==> src/rtl/multicycle_ctrl.sv <==
// Multicycle MIPS sequencer.
// Steps each instruction through FETCH/DECODE/EXEC/MEM/WB over a single shared,
// wait-stated memory port. Outputs are combinational from the state register and
// op/fun. The only input-gated terms are mem_ready in FETCH and zero in BRANCH.
// A bounded wait counter sends the controller to TRAP if memory never answers.
module multicycle_ctrl #(
    parameter int unsigned MEM_TIMEOUT = 15,
    parameter int unsigned CNT_W       = 8
) (
    input  logic       clk,
    input  logic       reset,
    input  logic [5:0] op,
    input  logic [5:0] fun,
    input  logic       zero,
    input  logic       mem_ready,
    output logic       mem_req,
    output logic       mem_we,
    output logic       mem_addr_src,
    output logic       ir_write,
    output logic       pc_write,
    output logic [1:0] pc_src,
    output logic       grf_write,
    output logic [1:0] grf_dst,
    output logic [1:0] grf_wd_src,
    output logic       alu_srcb,
    output logic [2:0] alu_ctrl,
    output logic       sign_src,
    output logic [3:0] state_o,
    output logic       trap
);

    typedef enum logic [3:0] {
        S_FETCH  = 4'd0,
        S_DECODE = 4'd1,
        S_EXEC_R = 4'd2,
        S_EXEC_I = 4'd3,
        S_ADDR   = 4'd4,
        S_MEM_RD = 4'd5,
        S_MEM_WR = 4'd6,
        S_WB_ALU = 4'd7,
        S_WB_MEM = 4'd8,
        S_BRANCH = 4'd9,
        S_JUMP   = 4'd10,
        S_TRAP   = 4'd15
    } state_t;

    typedef enum logic [3:0] {
        I_ADDU = 4'd0,
        I_SUBU = 4'd1,
        I_JR   = 4'd2,
        I_ORI  = 4'd3,
        I_LUI  = 4'd4,
        I_LW   = 4'd5,
        I_SW   = 4'd6,
        I_BEQ  = 4'd7,
        I_J    = 4'd8,
        I_JAL  = 4'd9,
        I_ILL  = 4'd15
    } instr_t;

    localparam logic [2:0] ALU_ADD = 3'b000;
    localparam logic [2:0] ALU_SUB = 3'b001;
    localparam logic [2:0] ALU_OR  = 3'b010;

    localparam logic [CNT_W-1:0] CNT_ZERO = {CNT_W{1'b0}};
    localparam logic [CNT_W-1:0] CNT_ONE  = CNT_W'(1);
    // Last wait cycle allowed: the MEM_TIMEOUT-th consecutive wait traps.
    localparam logic [CNT_W-1:0] CNT_LAST = CNT_W'(MEM_TIMEOUT) - CNT_ONE;

    // Classify the instruction register contents; anything unknown is illegal.
    function automatic instr_t decode(input logic [5:0] op_v, input logic [5:0] fun_v);
        instr_t res;
        case (op_v)
            6'h00: begin
                case (fun_v)
                    6'h21:   res = I_ADDU;
                    6'h23:   res = I_SUBU;
                    6'h08:   res = I_JR;
                    default: res = I_ILL;
                endcase
            end
            6'h0d:   res = I_ORI;
            6'h0f:   res = I_LUI;
            6'h23:   res = I_LW;
            6'h2b:   res = I_SW;
            6'h04:   res = I_BEQ;
            6'h02:   res = I_J;
            6'h03:   res = I_JAL;
            default: res = I_ILL;
        endcase
        return res;
    endfunction

    state_t           state_r;
    state_t           state_next_s;
    logic [CNT_W-1:0] wait_cnt_r;
    logic [CNT_W-1:0] wait_cnt_next_s;
    instr_t           instr_s;
    logic             wait_last_s;

    assign instr_s     = decode(op, fun);
    assign wait_last_s = (wait_cnt_r >= CNT_LAST);

    // State and wait-counter registers with synchronous active-low reset.
    always_ff @(posedge clk) begin
        if (!reset) begin
            state_r    <= S_FETCH;
            wait_cnt_r <= CNT_ZERO;
        end else begin
            state_r    <= state_next_s;
            wait_cnt_r <= wait_cnt_next_s;
        end
    end

    // Next-state and wait-counter logic; the counter only runs while stalled in a memory state.
    always_comb begin
        state_next_s    = state_r;
        wait_cnt_next_s = CNT_ZERO;
        case (state_r)
            S_FETCH, S_MEM_RD, S_MEM_WR: begin
                if (mem_ready) begin
                    if (state_r == S_FETCH) begin
                        state_next_s = S_DECODE;
                    end else if (state_r == S_MEM_RD) begin
                        state_next_s = S_WB_MEM;
                    end else begin
                        state_next_s = S_FETCH;
                    end
                end else if (wait_last_s) begin
                    state_next_s = S_TRAP;
                end else begin
                    state_next_s    = state_r;
                    wait_cnt_next_s = wait_cnt_r + CNT_ONE;
                end
            end
            S_DECODE: begin
                case (instr_s)
                    I_ADDU, I_SUBU:    state_next_s = S_EXEC_R;
                    I_ORI, I_LUI:      state_next_s = S_EXEC_I;
                    I_LW, I_SW:        state_next_s = S_ADDR;
                    I_BEQ:             state_next_s = S_BRANCH;
                    I_J, I_JAL, I_JR:  state_next_s = S_JUMP;
                    default:           state_next_s = S_TRAP;
                endcase
            end
            S_EXEC_R, S_EXEC_I: state_next_s = S_WB_ALU;
            S_ADDR: begin
                if (instr_s == I_LW) begin
                    state_next_s = S_MEM_RD;
                end else if (instr_s == I_SW) begin
                    state_next_s = S_MEM_WR;
                end else begin
                    state_next_s = S_TRAP;
                end
            end
            S_WB_ALU, S_WB_MEM, S_BRANCH, S_JUMP: state_next_s = S_FETCH;
            S_TRAP:  state_next_s = S_TRAP;
            default: state_next_s = S_TRAP;
        endcase
    end

    // Output decode; everything is forced low while reset is asserted.
    always_comb begin
        mem_req      = 1'b0;
        mem_we       = 1'b0;
        mem_addr_src = 1'b0;
        ir_write     = 1'b0;
        pc_write     = 1'b0;
        pc_src       = 2'b00;
        grf_write    = 1'b0;
        grf_dst      = 2'b00;
        grf_wd_src   = 2'b00;
        alu_srcb     = 1'b0;
        alu_ctrl     = ALU_ADD;
        sign_src     = 1'b0;
        state_o      = 4'd0;
        trap         = 1'b0;
        if (!reset) begin
            state_o = 4'd0;
        end else begin
            state_o = state_r;
            case (state_r)
                S_FETCH: begin
                    mem_req = 1'b1;
                    if (mem_ready) begin
                        ir_write = 1'b1;
                        pc_write = 1'b1;
                    end else begin
                        ir_write = 1'b0;
                    end
                end
                S_DECODE: begin
                    trap = 1'b0;
                end
                S_EXEC_R, S_EXEC_I, S_WB_ALU: begin
                    // ALU select lines stay valid through write-back.
                    if (instr_s == I_SUBU) begin
                        alu_ctrl = ALU_SUB;
                    end else if (instr_s == I_ORI || instr_s == I_LUI) begin
                        alu_srcb = 1'b1;
                        alu_ctrl = ALU_OR;
                    end else begin
                        alu_ctrl = ALU_ADD;
                    end
                    if (state_r == S_WB_ALU) begin
                        grf_write  = 1'b1;
                        grf_dst    = (op == 6'h00) ? 2'b01 : 2'b00;
                        grf_wd_src = (instr_s == I_LUI) ? 2'b10 : 2'b00;
                    end else begin
                        grf_write = 1'b0;
                    end
                end
                S_ADDR, S_MEM_RD, S_MEM_WR: begin
                    alu_srcb = 1'b1;
                    alu_ctrl = ALU_ADD;
                    sign_src = 1'b1;
                    if (state_r != S_ADDR) begin
                        mem_req      = 1'b1;
                        mem_addr_src = 1'b1;
                        mem_we       = (state_r == S_MEM_WR);
                    end else begin
                        mem_req = 1'b0;
                    end
                end
                S_WB_MEM: begin
                    grf_write  = 1'b1;
                    grf_wd_src = 2'b01;
                end
                S_BRANCH: begin
                    alu_ctrl = ALU_SUB;
                    sign_src = 1'b1;
                    pc_write = zero;
                    pc_src   = 2'b01;
                end
                S_JUMP: begin
                    pc_write = 1'b1;
                    if (instr_s == I_JR) begin
                        pc_src = 2'b11;
                    end else begin
                        pc_src = 2'b10;
                    end
                    if (instr_s == I_JAL) begin
                        // PC already holds PC+4, so it is the link value.
                        grf_write  = 1'b1;
                        grf_dst    = 2'b10;
                        grf_wd_src = 2'b11;
                    end else begin
                        grf_write = 1'b0;
                    end
                end
                S_TRAP:  trap = 1'b1;
                default: trap = 1'b1;
            endcase
        end
    end

endmodule

==> config.mk <==
export PLATFORM = sky130hd
export DESIGN_NAME = multicycle_ctrl
export DESIGN_NICKNAME = d
export VERILOG_FILES = /design/src/rtl/multicycle_ctrl.sv
export SDC_FILE = /design/constraint.sdc
export NUM_CORES = 1
export LEC_CHECK = 0
export ABC_AREA = 1
export CORE_MARGIN = 2
export CORE_UTILIZATION = 36
export DETAILED_ROUTE_END_ITERATION = 6
export MAX_ROUTING_LAYER = met4
export PLACE_DENSITY = 0.66
export SYNTH_ARGS = -nofsm -noshare
export SYNTH_HDL_FRONTEND = slang
export SYNTH_SLANG_ARGS = --single-unit
==> constraint.sdc <==
create_clock -name clk -period 2.3 [get_ports clk]
set_input_delay 0.46 -clock clk [delete_from_list [all_inputs] [get_ports clk]]
set_output_delay 0.46 -clock clk [all_outputs]
set_load 0.02 [all_outputs]
==> metrics.md <==
| Metric | Value |
|---|---|
| Post-Route Skew | `0.573 ps` |
| DR vias/cell | `4.63` |
| Area of the die | `4050 µm²` |
| Cell taking the most area after synthesis | `dfxtp_1` |
| Status | `complete, but fails checks` |
| Post-DP HPWL | `2.88 mm` |
| Initial core utilization | `37.8%` |
| CP startpoint | `op[4]` |
| Multi-input gate area | `1070 µm²` |
| Mapped Avg Cell Area | `5.77 µm²` |
| Most numerous cell in the Yosys netlist | `nand2_1` |
| Vias | `1691` |
| Layout cells sized above 1 | `46.1%` |
| Placement Cell Area | `2090 µm²` |
| Worst r2r src | `state_r[3]$_SDFFE_PN0P_` |
| Minimum clock period | `2640 ps` |
| Setup ws final | `-338 ps` |
| Yosys cell types | `32` |
| Number of global-route vias before repair | `1640` |
| Hold WS | `476 ps` |
| Total Wirelength | `4.02 mm` |
| Post-synthesis register bit count | `12` |
| Fin. Hold Viols | `0` |
| GRT Overall Usage | `20.8%` |
| Hold endpoint | `wait_cnt_r[0]$_SDFF_PP0_` |
| RSZ-0062 raised after global routing | `true` |
| Post-synth top cells | `nand2_1, inv_1, nor2_1, nand3_1, dfxtp_1` |
| Clock slew at reported path FFs | `70 ps` |
| Die width | `63.7 µm` |
| Setup_tns | `-2280 ps` |
| Failing checks | `setup timing` |
| Root buffer cell | `clkbuf_4` |
| Hold_buf cts | `0` |
| Synth Warn # | `0` |
| Wire per inst | `11.0 µm` |
| Cell count after synthesis | `222` |
| Nets | `343` |
| Worst r2r dst | `state_r[2]$_SDFFE_PN0P_` |
| CP Capture Type | `output pin` |
| Crit-path cells | `buf_8, nor2_4, buf_12, nand4_1, nand2_1, nor3_1, and2_4, inv_4, ha_4, nand4_1, buf_4, o21ai_2, buf_6` |
| Num Clock Sinks | `12` |
| Cells on worst reg2reg path | `12` |
| CP max stage cell | `nand4_1` |
| Predominant post-synthesis flop cell | `dfxtp_1` |
| Initial antenna violation count | `0` |
| Initial DRC count | `72` |
| CORE AREA | `3390 µm²` |
| Seq/Total Area, Yosys | `18.8%` |
| Number of remaining DRC errors | `0` |
| Initial DRT Pass Iterations | `4` |
| Leak Pwr | `0.00120 µW` |
| R2R setup slack | `810 ps` |
| Share of the synthesized area in the top cell type | `18.8%` |
| Worst hold stages | `1` |
| Final instance area | `2350 µm²` |
| Crit path required time | `1840 ps` |
| Crit path DAT | `2180 ps` |
| Area contributors post-synth | `dfxtp_1, nand2_1, inv_1` |
| Hold crit path type | `reg2reg` |
| CTS tree | `built` |
| CP Class | `in2out` |
| ANT cells | `0` |
| Worst-Skew Late Latency | `260 ps` |
| # setup viols final | `8` |
| Ports | `38` |
| Number of synthesized flops with an enable pin | `0` |
| Synth async-reset ratio | `0%` |
| Total congestion overflow | `0` |
| CP peak stage delay | `180 ps` |
| Most Frequent Cell on Critical Path | `nand4_1` |
| FF+latch area | `240 µm²` |
| P&R area growth vs syn | `83.6%` |
| Fmax | `379 MHz` |
| Max H-tree Level | `1` |
| CP Buf/Inv Count | `5` |
| Period utilization | `115%` |
| HP Start | `wait_cnt_r[0]$_SDFF_PP0_` |
| IR drop worst, VDD | `0.482 mV` |
| Inserted Clock Buffers | `3` |
| Global-route wire length before repair | `6.75 mm` |
| Port-buffer cells | `36` |
| Top delay family on crit path | `simple AND/OR/NAND/NOR gates` |
| Largest net degree at the start of global routing | `11` |
| Max Slew Vio Count | `0` |
| Antenna-violating nets left | `0` |
| Die height | `63.7 µm` |
| Std cell rows | `21` |
| Fill cells | `281` |
| Maxcap violations | `0` |
| Max clock buf depth | `2` |
| Netlist Area Pre-Place | `1280 µm²` |
| GPL Wtd Cong | `0.883` |
| CP Max Fanout | `5` |
| CP Launch Type | `primary input` |
| Pwr/cell area | `589 nW/µm²` |
metal layers:
metal  share of wire, %  routed length [µm]  track usage, %  up-vias
li1                   -                   -               -      884
met1                 44                1790            25.1      766
met2                 51                2060            37.5       35
met3                3.1                 126            1.07        6
met4                1.0                  42            5.71        0
met5                  0                   0               -        -
metrics by stage:
step | instances | worst slack (ps) | power [µW] | utilization (%)
final | 365 | -338 | 1390 | 69.4
after CTS | 362 | -291 | 1370 | 66.6
after global routing | 365 | -419 | 1510 | 69.4
after detailed placement | 345 | -1190 | 1210 | 61.6
after floorplan | 225 | -78.4 | 806 | -
after global placement | 345 | -1160 | 1210 | 61.6
flip-flops by register name, summed over array words and instances (netlist names):
name	flops
state_r	4
wait_cnt_r	8
power by group:
| group | total, µW | switching [µW] | internal (µW) |
|---|---|---|---|
| clock network | 160 | 63.5 | 96.1 |
| registers | 275 | 31.6 | 244 |
| logic | 951 | 528 | 424 |
| total | 1390 | 623 | 763 |
how the worst max path moves through the flow:
stage,endpoint,slack (ps),cells past startpoint
detailed placement,grf_wd_src[1],-1190,15
global placement,grf_wd_src[1],-1160,15
floorplan,grf_write,-80,13
finish,alu_ctrl[0],-340,13
global route,grf_wd_src[1],-420,14
CTS,alu_ctrl[0],-290,14
placed cells by master, fill, tap and decap left out, types with 6 or more instances in the layout:
cell,instances
nor2_2,11
nand4_1,7
dfxtp_1,12
inv_1,32
nor2_1,25
buf_6,10
inv_2,10
buf_2,6
dlygate4sd2_1,11
buf_4,58
nand2_2,10
nand2_1,39
nor2_4,8
nand3_1,12
cell type report:
cell class	instances	share of cell area, %
timing repair buffer	94	33.0
multi-input combinational	165	45.6
tap	46	2.45
clock buffer	4	1.54
sequential	12	10.2
inverter	44	7.23
cells by family after synthesis:
kind of cell / synth area share, %
compound gates: 9.57
buf+inv: 15.0
flops: 18.7
fa+ha+maj: 6.84
simple gates: 47.5
other cells: 0.293
xor+xnor: 2.05
repair_timing:
action,in CTS,in global routing
endpoints found under the setup margin,24,10
pin swaps,30,15
resized for setup,131,22
setup buffers,13,3
No activity file was read; power rests on OpenSTA's default activity.
